[config.mk]
export PLATFORM = sky130hd
export DESIGN_NAME = prga_fifo_rr_arbiter
export DESIGN_NICKNAME = d
export VERILOG_FILES = /design/src/rtl/prga_fifo_rr_arbiter_pkg.sv /design/src/rtl/prga_fifo_rr_arbiter_pick.sv /design/src/rtl/prga_fifo_rr_arbiter.sv
export SDC_FILE = /design/constraint.sdc
export NUM_CORES = 1
export LEC_CHECK = 0
export BUFFER_PORTS_ARGS = -buffer_cell sky130_fd_sc_hd__buf_2
export CAP_MARGIN = 10
export CORE_MARGIN = 2
export CORE_UTILIZATION = 55
export CTS_CLUSTER_SIZE = 28
export DETAILED_ROUTE_END_ITERATION = 10
export PLACE_DENSITY = 0.87
export SYNTH_ARGS = -nofsm -noshare
export SYNTH_HDL_FRONTEND = slang
export SYNTH_SLANG_ARGS = --single-unit
[constraint.sdc]
create_clock -name clk -period 7.59 [get_ports clk]
set_input_delay 0.3795 -clock clk [delete_from_list [all_inputs] [get_ports clk]]
set_output_delay 0.3795 -clock clk [all_outputs]
set_load 0.05 [all_outputs]
[src/rtl/prga_fifo_rr_arbiter_pkg.sv]
// Shared types and elaboration helpers for the prga FIFO round-robin arbiter family.
package prga_fifo_rr_arbiter_pkg;

  typedef enum logic {
    ST_UNLOCKED = 1'b0,
    ST_LOCKED   = 1'b1
  } arb_state_e;

  function automatic int clog2(input int n);
    int r;
    r = 0;
    for (int i = 0; i < 31; i++) begin
      if ((1 << i) < n) r = i + 1;
    end
    return r;
  endfunction

  // Index width that never collapses to zero bits.
  function automatic int idx_w(input int n);
    return (n < 2) ? 1 : clog2(n);
  endfunction

endpackage

[src/rtl/prga_fifo_rr_arbiter_pick.sv]
// Combinational rotating-priority picker: first set request at or after base, modulo N.
module prga_rr_pick
  import prga_fifo_rr_arbiter_pkg::*;
#(
  parameter int N = 4,
  localparam int IW = idx_w(N)
) (
  input  logic [N-1:0]  req_i,
  input  logic [IW-1:0] base_i,
  output logic          valid_o,
  output logic [IW-1:0] idx_o
);

  // Doubled request vector so a scan from base never has to wrap explicitly.
  logic [2*N-2:0] dbl;
  logic [IW:0]    off;
  logic [IW:0]    sum;

  always_comb begin
    dbl     = {req_i[N-2:0], req_i};
    off     = '0;
    sum     = '0;
    valid_o = |req_i;
    for (int k = N - 1; k >= 0; k--) begin
      if (dbl[int'(base_i) + k]) off = (IW + 1)'(k);
    end
    sum = {1'b0, base_i} + off;
    if (sum >= (IW + 1)'(N)) sum = sum - (IW + 1)'(N);
    idx_o = sum[IW-1:0];
  end

endmodule

[src/rtl/prga_fifo_rr_arbiter.sv]
// Merges NUM_SRC lookahead FIFO read ports into one FIFO write port, round-robin with bounded bursts.
module prga_fifo_rr_arbiter
  import prga_fifo_rr_arbiter_pkg::*;
#(
  parameter int NUM_SRC    = 4,
  parameter int DATA_WIDTH = 8,
  parameter int MAX_BURST  = 4,
  localparam int IW = idx_w(NUM_SRC)
) (
  input  logic                          clk,
  input  logic                          rst,
  input  logic [NUM_SRC-1:0]            src_en,
  input  logic [NUM_SRC-1:0]            src_empty,
  output logic [NUM_SRC-1:0]            src_rd,
  input  logic [NUM_SRC*DATA_WIDTH-1:0] src_dout,
  input  logic                          full,
  output logic                          wr,
  output logic [DATA_WIDTH-1:0]         din,
  output logic [IW-1:0]                 grant_id
);

  localparam int CW = idx_w(MAX_BURST + 1);

  arb_state_e    state_q, state_d;
  logic [IW-1:0] ptr_q, ptr_d;
  logic [IW-1:0] grant_q, grant_d;
  logic [CW-1:0] cnt_q, cnt_d;

  logic [NUM_SRC-1:0]    eligible;
  logic                  lock_hit;
  logic                  pick_valid;
  logic [IW-1:0]         pick_idx;
  logic                  sel_valid;
  logic [IW-1:0]         sel;
  logic                  xfer;
  logic [DATA_WIDTH-1:0] head;
  logic [CW-1:0]         cnt_inc;

  function automatic logic [IW-1:0] wrap_inc(input logic [IW-1:0] v);
    return (v == IW'(NUM_SRC - 1)) ? '0 : v + 1'b1;
  endfunction

  assign eligible = src_en & ~src_empty;
  assign lock_hit = (state_q == ST_LOCKED) && eligible[grant_q];

  prga_rr_pick #(
    .N (NUM_SRC)
  ) u_pick (
    .req_i   (eligible),
    .base_i  (ptr_q),
    .valid_o (pick_valid),
    .idx_o   (pick_idx)
  );

  assign sel       = lock_hit ? grant_q : pick_idx;
  assign sel_valid = lock_hit | pick_valid;

  // Handshake: a word moves exactly when a source is selected (valid) and the
  // downstream FIFO is not full (ready); the pop and the push share that cycle.
  assign xfer    = sel_valid && !full && !rst;
  assign cnt_inc = cnt_q + 1'b1;

  always_comb begin
    head   = '0;
    src_rd = '0;
    for (int i = 0; i < NUM_SRC; i++) begin
      if (sel == IW'(i)) begin
        head      = src_dout[i*DATA_WIDTH +: DATA_WIDTH];
        src_rd[i] = xfer;
      end
    end
  end

  assign wr       = xfer;
  assign din      = xfer ? head : '0;
  assign grant_id = rst ? '0 : (xfer ? sel : grant_q);

  always_comb begin
    state_d = state_q;
    ptr_d   = ptr_q;
    grant_d = grant_q;
    cnt_d   = cnt_q;
    // A held lock is released as soon as its source stops being eligible, even when stalled.
    if (state_q == ST_LOCKED && !lock_hit) begin
      state_d = ST_UNLOCKED;
      ptr_d   = wrap_inc(grant_q);
      cnt_d   = '0;
    end
    if (xfer) begin
      if (lock_hit) begin
        cnt_d = cnt_inc;
        if (cnt_inc == CW'(MAX_BURST)) begin
          state_d = ST_UNLOCKED;
          ptr_d   = wrap_inc(grant_q);
          cnt_d   = '0;
        end
      end else begin
        grant_d = sel;
        cnt_d   = CW'(1);
        if (MAX_BURST == 1) begin
          state_d = ST_UNLOCKED;
          ptr_d   = wrap_inc(sel);
        end else begin
          state_d = ST_LOCKED;
        end
      end
    end
  end

  always_ff @(posedge clk) begin
    if (rst) begin
      state_q <= ST_UNLOCKED;
      ptr_q   <= '0;
      grant_q <= '0;
      cnt_q   <= '0;
    end else begin
      state_q <= state_d;
      ptr_q   <= ptr_d;
      grant_q <= grant_d;
      cnt_q   <= cnt_d;
    end
  end

endmodule

* After elaboration in Yosys (flattened, before gate mapping)
Cells that the tools add are included.
Word-level totals: register bits after elaboration 8, bits in latches 0, bits in writable memories 0, memory bits (read-only) 0, input port bits 43, output and inout port bits 15, word-level logic and storage cells 80, memories kept 0
Operators by class: add/subtract/negate cells 7, $mul 0, div/mod/pow operators 0, order comparisons 6, equal/unequal tests 5, shifts and indexed selects 0, muxes and demuxes 43, bitwise operators 4, reductions and logical operators 11
Operator list (number):
- $lt 32x5->1 const B | 3
- $mux 8 | 5
- $mux 2 | 13
- $mux 1 | 16
- $mux 3 | 4
- $bmux 1 s3 | 3
- $add 2x2->3 const B | 2
- $eq 2x2->1 const B | 3
- $and 4x4->4 | 1
- $bmux 1 s2 | 2
- $logic_and 1x1->1 | 4
- $lt 2x4->1 const B | 1
- $not 4->4 | 1
- $reduce_or 4->1 | 1
- $add 2x1->3 const B | 1
- $add 2x2->3 | 1
- $add 3x1->3 const B | 1
- $eq 3x3->1 const B | 1
- $ge 3x3->1 const B | 1
- $logic_not 1->1 | 3
- $lt 2x3->1 const B | 1
- $add 2x1->2 const B | 1
- $eq 2x1->1 const B | 1
- $logic_not 2->1 | 1
- other kinds (5) | 5

* Logic depth before layout (Yosys ltp)
Gate-level depths: netlist of the first run.
word-level depth 19, depth in mapped cells 13, gate-level depth less buffers 12

* By module
From an unflattened synthesis of the first run, not the netlist that was laid out.
Second synthesis, totals: cells, all modules 146, area, all modules 1197.4 um^2
By module, submodules not included:
- prga_fifo_rr_arbiter | instances 1, cells each 120, area an instance 962.2 um^2, sequential area each 160.2 um^2
- prga_rr_pick | instances 1, cells each 26, area an instance 235.2 um^2, sequential area each 0.0 um^2

* Least setup slack after synthesis of the first run
OpenSTA, ideal clock, no wires.
path type register to output, start register ptr_q[0], end output port din[3], arrival 4647 ps, required time 7210 ps, setup slack 2563 ps, cell stages (with the launch flop) 14, cell sequence dfxtp_1 -> ha_1 -> or3b_1 -> mux4_2 -> nor2_1 -> a21oi_1 -> o32ai_1 -> ha_1 -> o31ai_1 -> clkbuf_1 -> nand3_1 -> nand3_1 -> mux2i_1 -> nor4bb_1
Between the ends: word-level cells in the longest chain between the ends 18, elaborated cells between the ends (all ways) 32, those cells by class add/sub (5); order compare (1); eq/ne (3); mux (22); reduce/logical (1)
Ends and longest elaborated chain:
- start, declared | RTL line prga_fifo_rr_arbiter.sv:25 | logic [IW-1:0] ptr_q, ptr_d;
- start signal, assigned | RTL line prga_fifo_rr_arbiter.sv:118 | ptr_q <= ptr_d;
- $add 2x2->3 | RTL line prga_fifo_rr_arbiter_pick.sv:25 | if (dbl[int'(base_i) + k]) off = (IW + 1)'(k);
- $bmux 1 s3 | RTL line prga_fifo_rr_arbiter_pick.sv:25
- $mux 1 (implied by the code) (2 in a row) | RTL line prga_fifo_rr_arbiter_pick.sv:25
- $mux 2 (4 in a row) | RTL line prga_fifo_rr_arbiter_pick.sv:25
- $add 2x2->3 (*) | RTL line prga_fifo_rr_arbiter_pick.sv:27 | sum = {1'b0, base_i} + off;
- $ge 3x3->1 / $sub 2x1->2 (equally long branches) | RTL line prga_fifo_rr_arbiter_pick.sv:28 | if (sum >= (IW + 1)'(N)) sum = sum - (IW + 1)'(N);
- $mux 2 (*) | RTL line prga_fifo_rr_arbiter_pick.sv:28
- $mux 2 (*) | RTL line prga_fifo_rr_arbiter.sv:55 | assign sel = lock_hit ? grant_q : pick_idx;
- $logic_not 2->1 | RTL line prga_fifo_rr_arbiter.sv:67 | if (sel == IW'(i)) begin
- $mux 8 (3 in a row) | RTL line prga_fifo_rr_arbiter.sv:67
- $mux 8 (*) | RTL line prga_fifo_rr_arbiter.sv:67
- $mux 8 (*) | RTL line prga_fifo_rr_arbiter.sv:75 | assign din = xfer ? head : '0;
- end, declared | RTL line prga_fifo_rr_arbiter.sv:18 | output logic [DATA_WIDTH-1:0] din,
Mark *: on every way between the ends. The rest lies on a longest branch, timed or not. The select of a mux whose other input is x is not followed.

* Worst setup path in the final report of the first run
start register ptr_q[0], end output port din[4]
The elaborated chain is that of the path after synthesis.

==> summary.txt, run 1 <==
Clocking
  • Clock Latency Late Sink: 0.26 ns
  • CTS tree: yes
  • CTS root buffer: clkbuf_4
  • CTS sink count: 8
  • H-tree depth: 1
  • CTS clk-pin slew, worst paths: 0.06 ns
  • Clock buffer count from CTS: 3
  • # Post-CTS Setup Buffers: 0
  • Cts-stage hold buffer count: 0
  • Clock Tree Buf Depth: 2
  • Post_cts resized: 0

Floorplanning
  • Starting Density: 58.5%
  • I/O pin cnt: 58
  • Core region area: 0.00278 mm2
  • Die H: 58.4 um
  • Die span in x: 58.4 um
  • Row cnt: 19
  • Total die area: 0.00341 mm2

STA
  • Setup ws final: 2.82 ns
  • Fin crit period: 4.77 ns
  • Setup violators final: 0
  • Worst-margin pin slew: 1.00 ns
  • Final Hold Fails: 0
  • RSZ-0062 raised after global routing: false
  • Hold WS: 0.416 ns
  • Slew Limit Fails: 0
  • Max Clk Rate: 210 MHz
  • Max-Slew Margin vs Limit: 32.7%
  • Worst Clk Skew: 0.00295 ns
  • Tcrit/Tclk final: 62.9%
  • Setup TNS: 0 ns

GRT
  • Initial antenna violation count: 0
  • Tot GR Track Use: 27.4%
  • Grt ovf: 0
  • Vias in the first global route: 1753
  • First-pass GRT wire length: 7530 um
  • Largest net degree at the start of global routing: 18

Critical path
  • Largest delay share family, worst path: compound AO/OA/AOI/OAI gates
  • Kind of end point of the critical path: primary output
  • R2r setup slk: 4.85 ns
  • Crit-path cells: inv_1 > ha_1 > and3b_1 > mux4_2 > a21oi_1 > o32ai_1 > ha_1 > o31ai_2 > nand3_1 > nand3_1 > mux2i_1 > nor4bb_1 > buf_2
  • WP buf/inv: 2
  • CP peak stage delay: 0.88 ns
  • Worst path required time: 7.21 ns
  • Setup CP Type: flip-flop to primary output
  • Critical path's slowest cell: o31ai_2
  • CP max FO: 15
  • Instance count on the critical path: 13
  • WP data arrival: 4.39 ns
  • Critical Path Start Type: flip-flop
  • R2r worst-path depth: 10

Detailed routing
  • First drt pass iteration count: 4
  • Vias post-DR: 2043
  • Post-DR vias/cell: 6.61
  • Wire per inst: 15.3 um
  • Routed Antenna Nets: 0
  • Detailed Route Iter0 Violations: 112
  • Total Wirelength: 4740 um
  • # DRC: 0

Yosys
  • Sequential-to-total area share from yosys stat: 9.85%
  • Number of synthesized flops with an enable pin: 0
  • Most used DFF post-synth: dfxtp_1
  • Netlist cell types: 50
  • Syn Inst Count: 225
  • Register bit total from synthesis: 8
  • Post-Syn Area: 0.00163 mm2
  • Synth async-reset ratio: 0%
  • Syn avg cell area: 7.23 um2
  • Syn Nets: 274
  • Yosys Warn Count: 0

Final layout
  • Layout cell share with drive strength beyond 1: 27.3%
  • Final #Nets: 329
  • Core Util, Final: 70.1%
  • Area grow syn2layout: 19.8%
  • Reg area: 160 um2
  • Area of the multi-input gates: 0.00140 mm2
  • Leading cell type in the layout, fill and taps excluded: buf_2
  • Most frequent cells in the layout: 57 x buf_2, 55 x nand3_1, 20 x o21ai_0
  • Final non-filler cell total: 309
  • Fill cells: 264
  • Ant diodes: 0

Placed design
  • Placed insts: 306
  • Buffers on Ports: 57
  • GP Congestion: 0.921
  • Place WS: 3.10 ns
  • Hpwl dp: 3480 um

Status
  • Status: complete, no violations

Pwr
  • Worst vdd ir: 0.120 mV
  • P_leak: 0.923 nW
  • PD cells: 138 mW/mm2

Run
  • Max-Cap Viols: 0

Hold path
  • Hold Crit Depth: 2
  • Worst Hold Class: primary input to flip-flop
worst register-to-register path: stages (launching register included):
cell	delay [ns]
dfxtp_1	0.41
ha_1	0.24
or3b_1	0.35
mux4_2	0.52
nor2_1	0.11
a21oi_1	0.05
o32ai_1	0.13
ha_1	0.30
nand4_1	0.24
nand3_1	0.20
a21oi_1	0.07
synth_stat cells (all sizes together), types with 2 or more instances:
cell type	instances	area [um2]
nor4bb	4	40.0
inv	7	26.3
nor2b	4	25.0
and2	2	12.5
o21ai	20	100
a31oi	7	43.8
and4bb	4	50.1
a21oi	12	60.1
or3	2	12.5
nand2	10	37.5
mux2i	17	170
a41oi	2	17.5
nand3b	3	22.5
o221ai	2	17.5
nand2b	5	31.3
buf	2	25.0
mux4	3	67.6
a211oi	3	22.5
and4	3	26.3
or3b	3	26.3
dfxtp	8	160
nand3	56	293
nor3	3	15.0
nor2	8	30.0
o41ai	2	17.5
ha	6	75.1
clkbuf	7	26.3
through the flow:
stage	instance area (um2)	power, W
floorplan	1630	0.000194
global placement	1930	0.000229
detailed placement	1930	0.000233
CTS	1950	0.000267
global route	1950	0.000291
finish	1950	0.000269
flip-flops by register name, indices dropped and copies added (netlist names):
| name | flops |
|---|---|
| cnt_q | 3 |
| state_q | 1 |
| ptr_q | 2 |
| grant_q | 2 |
report_power, final:
part	switching [W]	internal, W
Combinational	0.000114	0.0000704
Sequential	0.00000558	0.0000444
Clock	0.0000166	0.0000182
Total	0.000136	0.000133
cell type report:
type / instances / share of cell area [%]
Sequential cell: 8 / 8.22
Inverter: 7 / 1.35
Timing Repair Buffer: 59 / 15.4
Clock buffer: 3 / 1.16
Tap cell: 31 / 1.99
Multi-Input combinational cell: 201 / 71.9
per-layer routing:
metal | track usage, % | routed length, um
met5 | 0 | 0
met4 | 6.64 | 25
met3 | 4.40 | 360
met2 | 45.6 | 2290
met1 | 36.9 | 2060
path summary, 6_finish.rpt:
check | endpoint | start
worst max-delay path | din[4] | ptr_q[0]
worst min-delay path | ptr_q[0] | rst
worst max register to register | grant_q[1] | ptr_q[0]
worst min register to register | cnt_q[0] | cnt_q[0]
cells by family after synthesis:
| kind of cell | share of synthesized area, % |
|---|---|
| and+or+nand+nor | 40.9 |
| AOI/OAI and AO/OA | 24.7 |
| muxes | 14.6 |
| buffers and inverters | 4.77 |
| DFF | 9.85 |
| adders and majority gates | 4.62 |
| xor gates and xnor gates | 0.539 |
Power figures use the tool's default switching activity.
==> run 2, diff against run 1 <==
--- a/config.mk
+++ b/config.mk
@@ -8,10 +8,10 @@
 export BUFFER_PORTS_ARGS = -buffer_cell sky130_fd_sc_hd__buf_2
 export CAP_MARGIN = 10
 export CORE_MARGIN = 2
-export CORE_UTILIZATION = 55
+export CORE_UTILIZATION = 51
 export CTS_CLUSTER_SIZE = 28
 export DETAILED_ROUTE_END_ITERATION = 10
-export PLACE_DENSITY = 0.87
+export PLACE_DENSITY = 0.82
 export SYNTH_ARGS = -nofsm -noshare
 export SYNTH_HDL_FRONTEND = slang
 export SYNTH_SLANG_ARGS = --single-unit
==> constraint.sdc (replaced) <==
create_clock -name clk -period 4.4 [get_ports clk]
set_input_delay 0.22 -clock clk [delete_from_list [all_inputs] [get_ports clk]]
set_output_delay 0.22 -clock clk [all_outputs]
set_load 0.05 [all_outputs]
==> run 2 against run 1 <==
  * Sequential share of layout area is 0.18 points lower
  * Via count rose by 3.2%
  * Global-route usage grew 1.4 points
  * Critical endpoint is now din[7]
  * First-iteration DRC count grew 38%
  * Critical path type unchanged
  * Die area up 7.3%
  * Largest cell class unchanged
  * Wire length is 8.7% higher
  * Largest power group unchanged
==> summary.txt, run 2 (synthesis results as in run 1) <==
Status
  • Status: complete, no violations

Pwr
  • P_leak: 0.942 nW (+2.1%)
  • Switch share: 51.4% (+0.81 points)
  • Seq pwr share: 18.0% (-0.6 points)
  • Design Power: 0.000480 W (+78%)
  • Sw power: 0.000247 W (+81%)
  • Int Pwr: 0.000233 W (+75%)
  • Combinational power share: 69.5% (+1.0 points)
  • Clock power share: 12.5% (-0.4 points)
  • PD cells: 239 mW/mm2 (+73%)
  • Worst vdd ir: 0.179 mV (+50%)

STA
  • Max Clk Rate: 237 MHz
  • Max-Slew Margin vs Limit: 48.8% (+16 points)
  • Worst-margin pin slew: 0.769 ns (-0.235 ns)
  • Worst Clk Skew: 0.00653 ns (+0.00358 ns)
  • Fin crit period: 4.21 ns
  • Setup violators final: 0 (unchanged)
  • Tcrit/Tclk final: 95.8%
  • Slew Limit Fails: 0 (unchanged)
  • Final Hold Fails: 0 (unchanged)

Critical path
  • Critical path's slowest cell: mux4_2
  • Crit-path cells: ha_1 > or3b_1 > mux4_2 > nor2_1 > a21oi_1 > o32ai_1 > ha_1 > o31a_4 > o21ai_0 > nand3_1 > mux2i_1 > and4bb_2 > buf_2
  • Critical Path Start Type: flip-flop
  • WP buf/inv: 1 (-1)
  • Setup CP Type: flip-flop to primary output
  • Worst path required time: 4.18 ns (-3.03 ns)
  • Critical Path Sink: din[7]
  • Instance count on the critical path: 13 (unchanged)
  • WP data arrival: 3.99 ns (-0.40 ns)
  • Most common cell on crit path: ha_1
  • R2r setup slk: 1.73 ns (-3.12 ns)
  • CP peak stage delay: 0.52 ns (-0.36 ns)
  • CP Launch Point: ptr_q[1]
  • Kind of end point of the critical path: primary output
  • RR Endpoint: grant_q[1]
  • R2r worst-path depth: 10 (unchanged)
  • FF-to-FF Start: ptr_q[1]
  • Largest delay share family, worst path: compound AO/OA/AOI/OAI gates
  • CP max FO: 17 (+2)

Final layout
  • Layout cell share with drive strength beyond 1: 29.6% (+2.3 points)
  • Area of the multi-input gates: 0.00143 mm2 (+1.8%)
  • Leading cell type in the layout, fill and taps excluded: buf_2
  • Area grow syn2layout: 23.5%
  • Most frequent cells in the layout: 56 x buf_2, 55 x nand3_1, 20 x o21ai_0
  • Post-route cell area: 0.00201 mm2 (+3.1%)
  • Ant diodes: 0 (unchanged)
  • Max reg flops: 3 (unchanged)
  • Fill cells: 285 (+8.0%)
  • Core Util, Final: 65.8% (-4.3 points)
  • Biggest regs: cnt_q (3), grant_q (2), ptr_q (2)
  • Top reg by flops: cnt_q
  • Final #Nets: 331 (+0.61%)
  • Reg area: 161 um2 (+0.78%)

Detailed routing
  • Wire per inst: 15.9 um (+3.7%)
  • Routed Antenna Nets: 0 (unchanged)
  • First drt pass iteration count: 4 (unchanged)
  • Post-DR vias/cell: 6.51 (-1.5%)
  • Detailed Route Iter0 Violations: 155 (+38%)
  • Total Wirelength: 5150 um (+8.7%)
  • # DRC: 0 (unchanged)
  • Vias post-DR: 2109 (+3.2%)

Floorplanning
  • Die span in x: 60.5 um (+3.6%)
  • Row cnt: 20 (+1)
  • Die H: 60.5 um (+3.6%)
  • Core region area: 0.00305 mm2 (+9.8%)
  • Starting Density: 53.3% (-5.2 points)
  • I/O pin cnt: 58 (unchanged)
  • Total die area: 0.00366 mm2 (+7.3%)

Placed design
  • Hpwl dp: 3850 um (+11%)
  • GP Congestion: 0.837 (-9.0%)
  • Buffers on Ports: 57 (unchanged)
  • Area after DPL: 0.00197 mm2 (+2.3%)

Clocking
  • CTS sink count: 8 (unchanged)
  • H-tree depth: 1 (unchanged)
  • Clock buffer count from CTS: 3 (unchanged)
  • CTS clk-pin slew, worst paths: 0.06 ns (about the same)
  • CTS tree: yes
  • CTS root buffer: clkbuf_4
  • Clock Tree Buf Depth: 2 (unchanged)
  • Clock Latency Late Sink: 0.26 ns (about the same)

Run
  • Max-Cap Viols: 0 (unchanged)

GRT
  • Tot GR Track Use: 28.8% (+1.4 points)
  • Initial antenna violation count: 0 (unchanged)
  • Vias in the first global route: 1881 (+7.3%)
  • Largest net degree at the start of global routing: 18 (unchanged)
  • Grt ovf: 0 (unchanged)
  • First-pass GRT wire length: 8220 um (+9.2%)

Hold path
  • Hold Crit Depth: 2 (unchanged)
  • Worst Hold Class: primary input to flip-flop
==> run 2: metal layers <==
layer | up-vias | global-route usage (%) | routed length (um)
met1 | 975 | 39.4 | 2250
li1 | 1006 | - | -
met3 | 18 | 4.26 | 394
met2 | 110 | 46.7 | 2360
met4 | 0 | 9.63 | 144
met5 | - | 0 | 0
==> run 2: power by group through the flow <==
stage,Combinational [W],Sequential [W],Clock [W]
after global routing,0.000361,0.0000874,0.0000640
after global placement,0.000315,0.0000871,0
final,0.000334,0.0000864,0.0000598
after floorplan,0.000256,0.0000835,0
after detailed placement,0.000324,0.0000876,0
after CTS,0.000325,0.0000859,0.0000615
==> run 2: cell type report <==
type                       count  area share (%)
timing repair buffer          61            15.8
inverter                       7            1.31
multi-input combinational    201            71.0
clock buffer                   3            1.12
tap                           44            2.74
sequential                     8            8.03
==> run 2: timing repair <==
action	in CTS	in global routing
setup endpoints to repair	0	8
hold buffers	0	0
setup buffers	0	0
resized for setup	0	5
==> run 2: worst min-delay path by stage <==
stage | from | to | slack [ns]
finish | rst | ptr_q[1] | 0.26
global route | rst | cnt_q[2] | 0.28
global placement | cnt_q[1] | cnt_q[1] | 0.50
floorplan | full | cnt_q[1] | 0.44
detailed placement | cnt_q[0] | cnt_q[0] | 0.51
CTS | rst | cnt_q[2] | 0.26
==> run 2: through the flow <==
step	hold slack [ns]	setup TNS [ns]	worst slack (ns)	instances
finish	0.258	0	0.186	324
global route	0.275	-0.00165	-0.00165	324
CTS	0.262	0	0.00475	324
detailed placement	0.514	0	0.301	321
global placement	0.503	0	0.487	321
floorplan	0.441	0	0.0311	225
==> run 2: worst reg2reg max path, delay by kind of cell (launching register included) <==
kind	cells	cell delay [ns]
fa+ha+maj	2	0.51
flops	1	0.38
simple gates	4	0.86
mux	1	0.52
compound gates	3	0.28
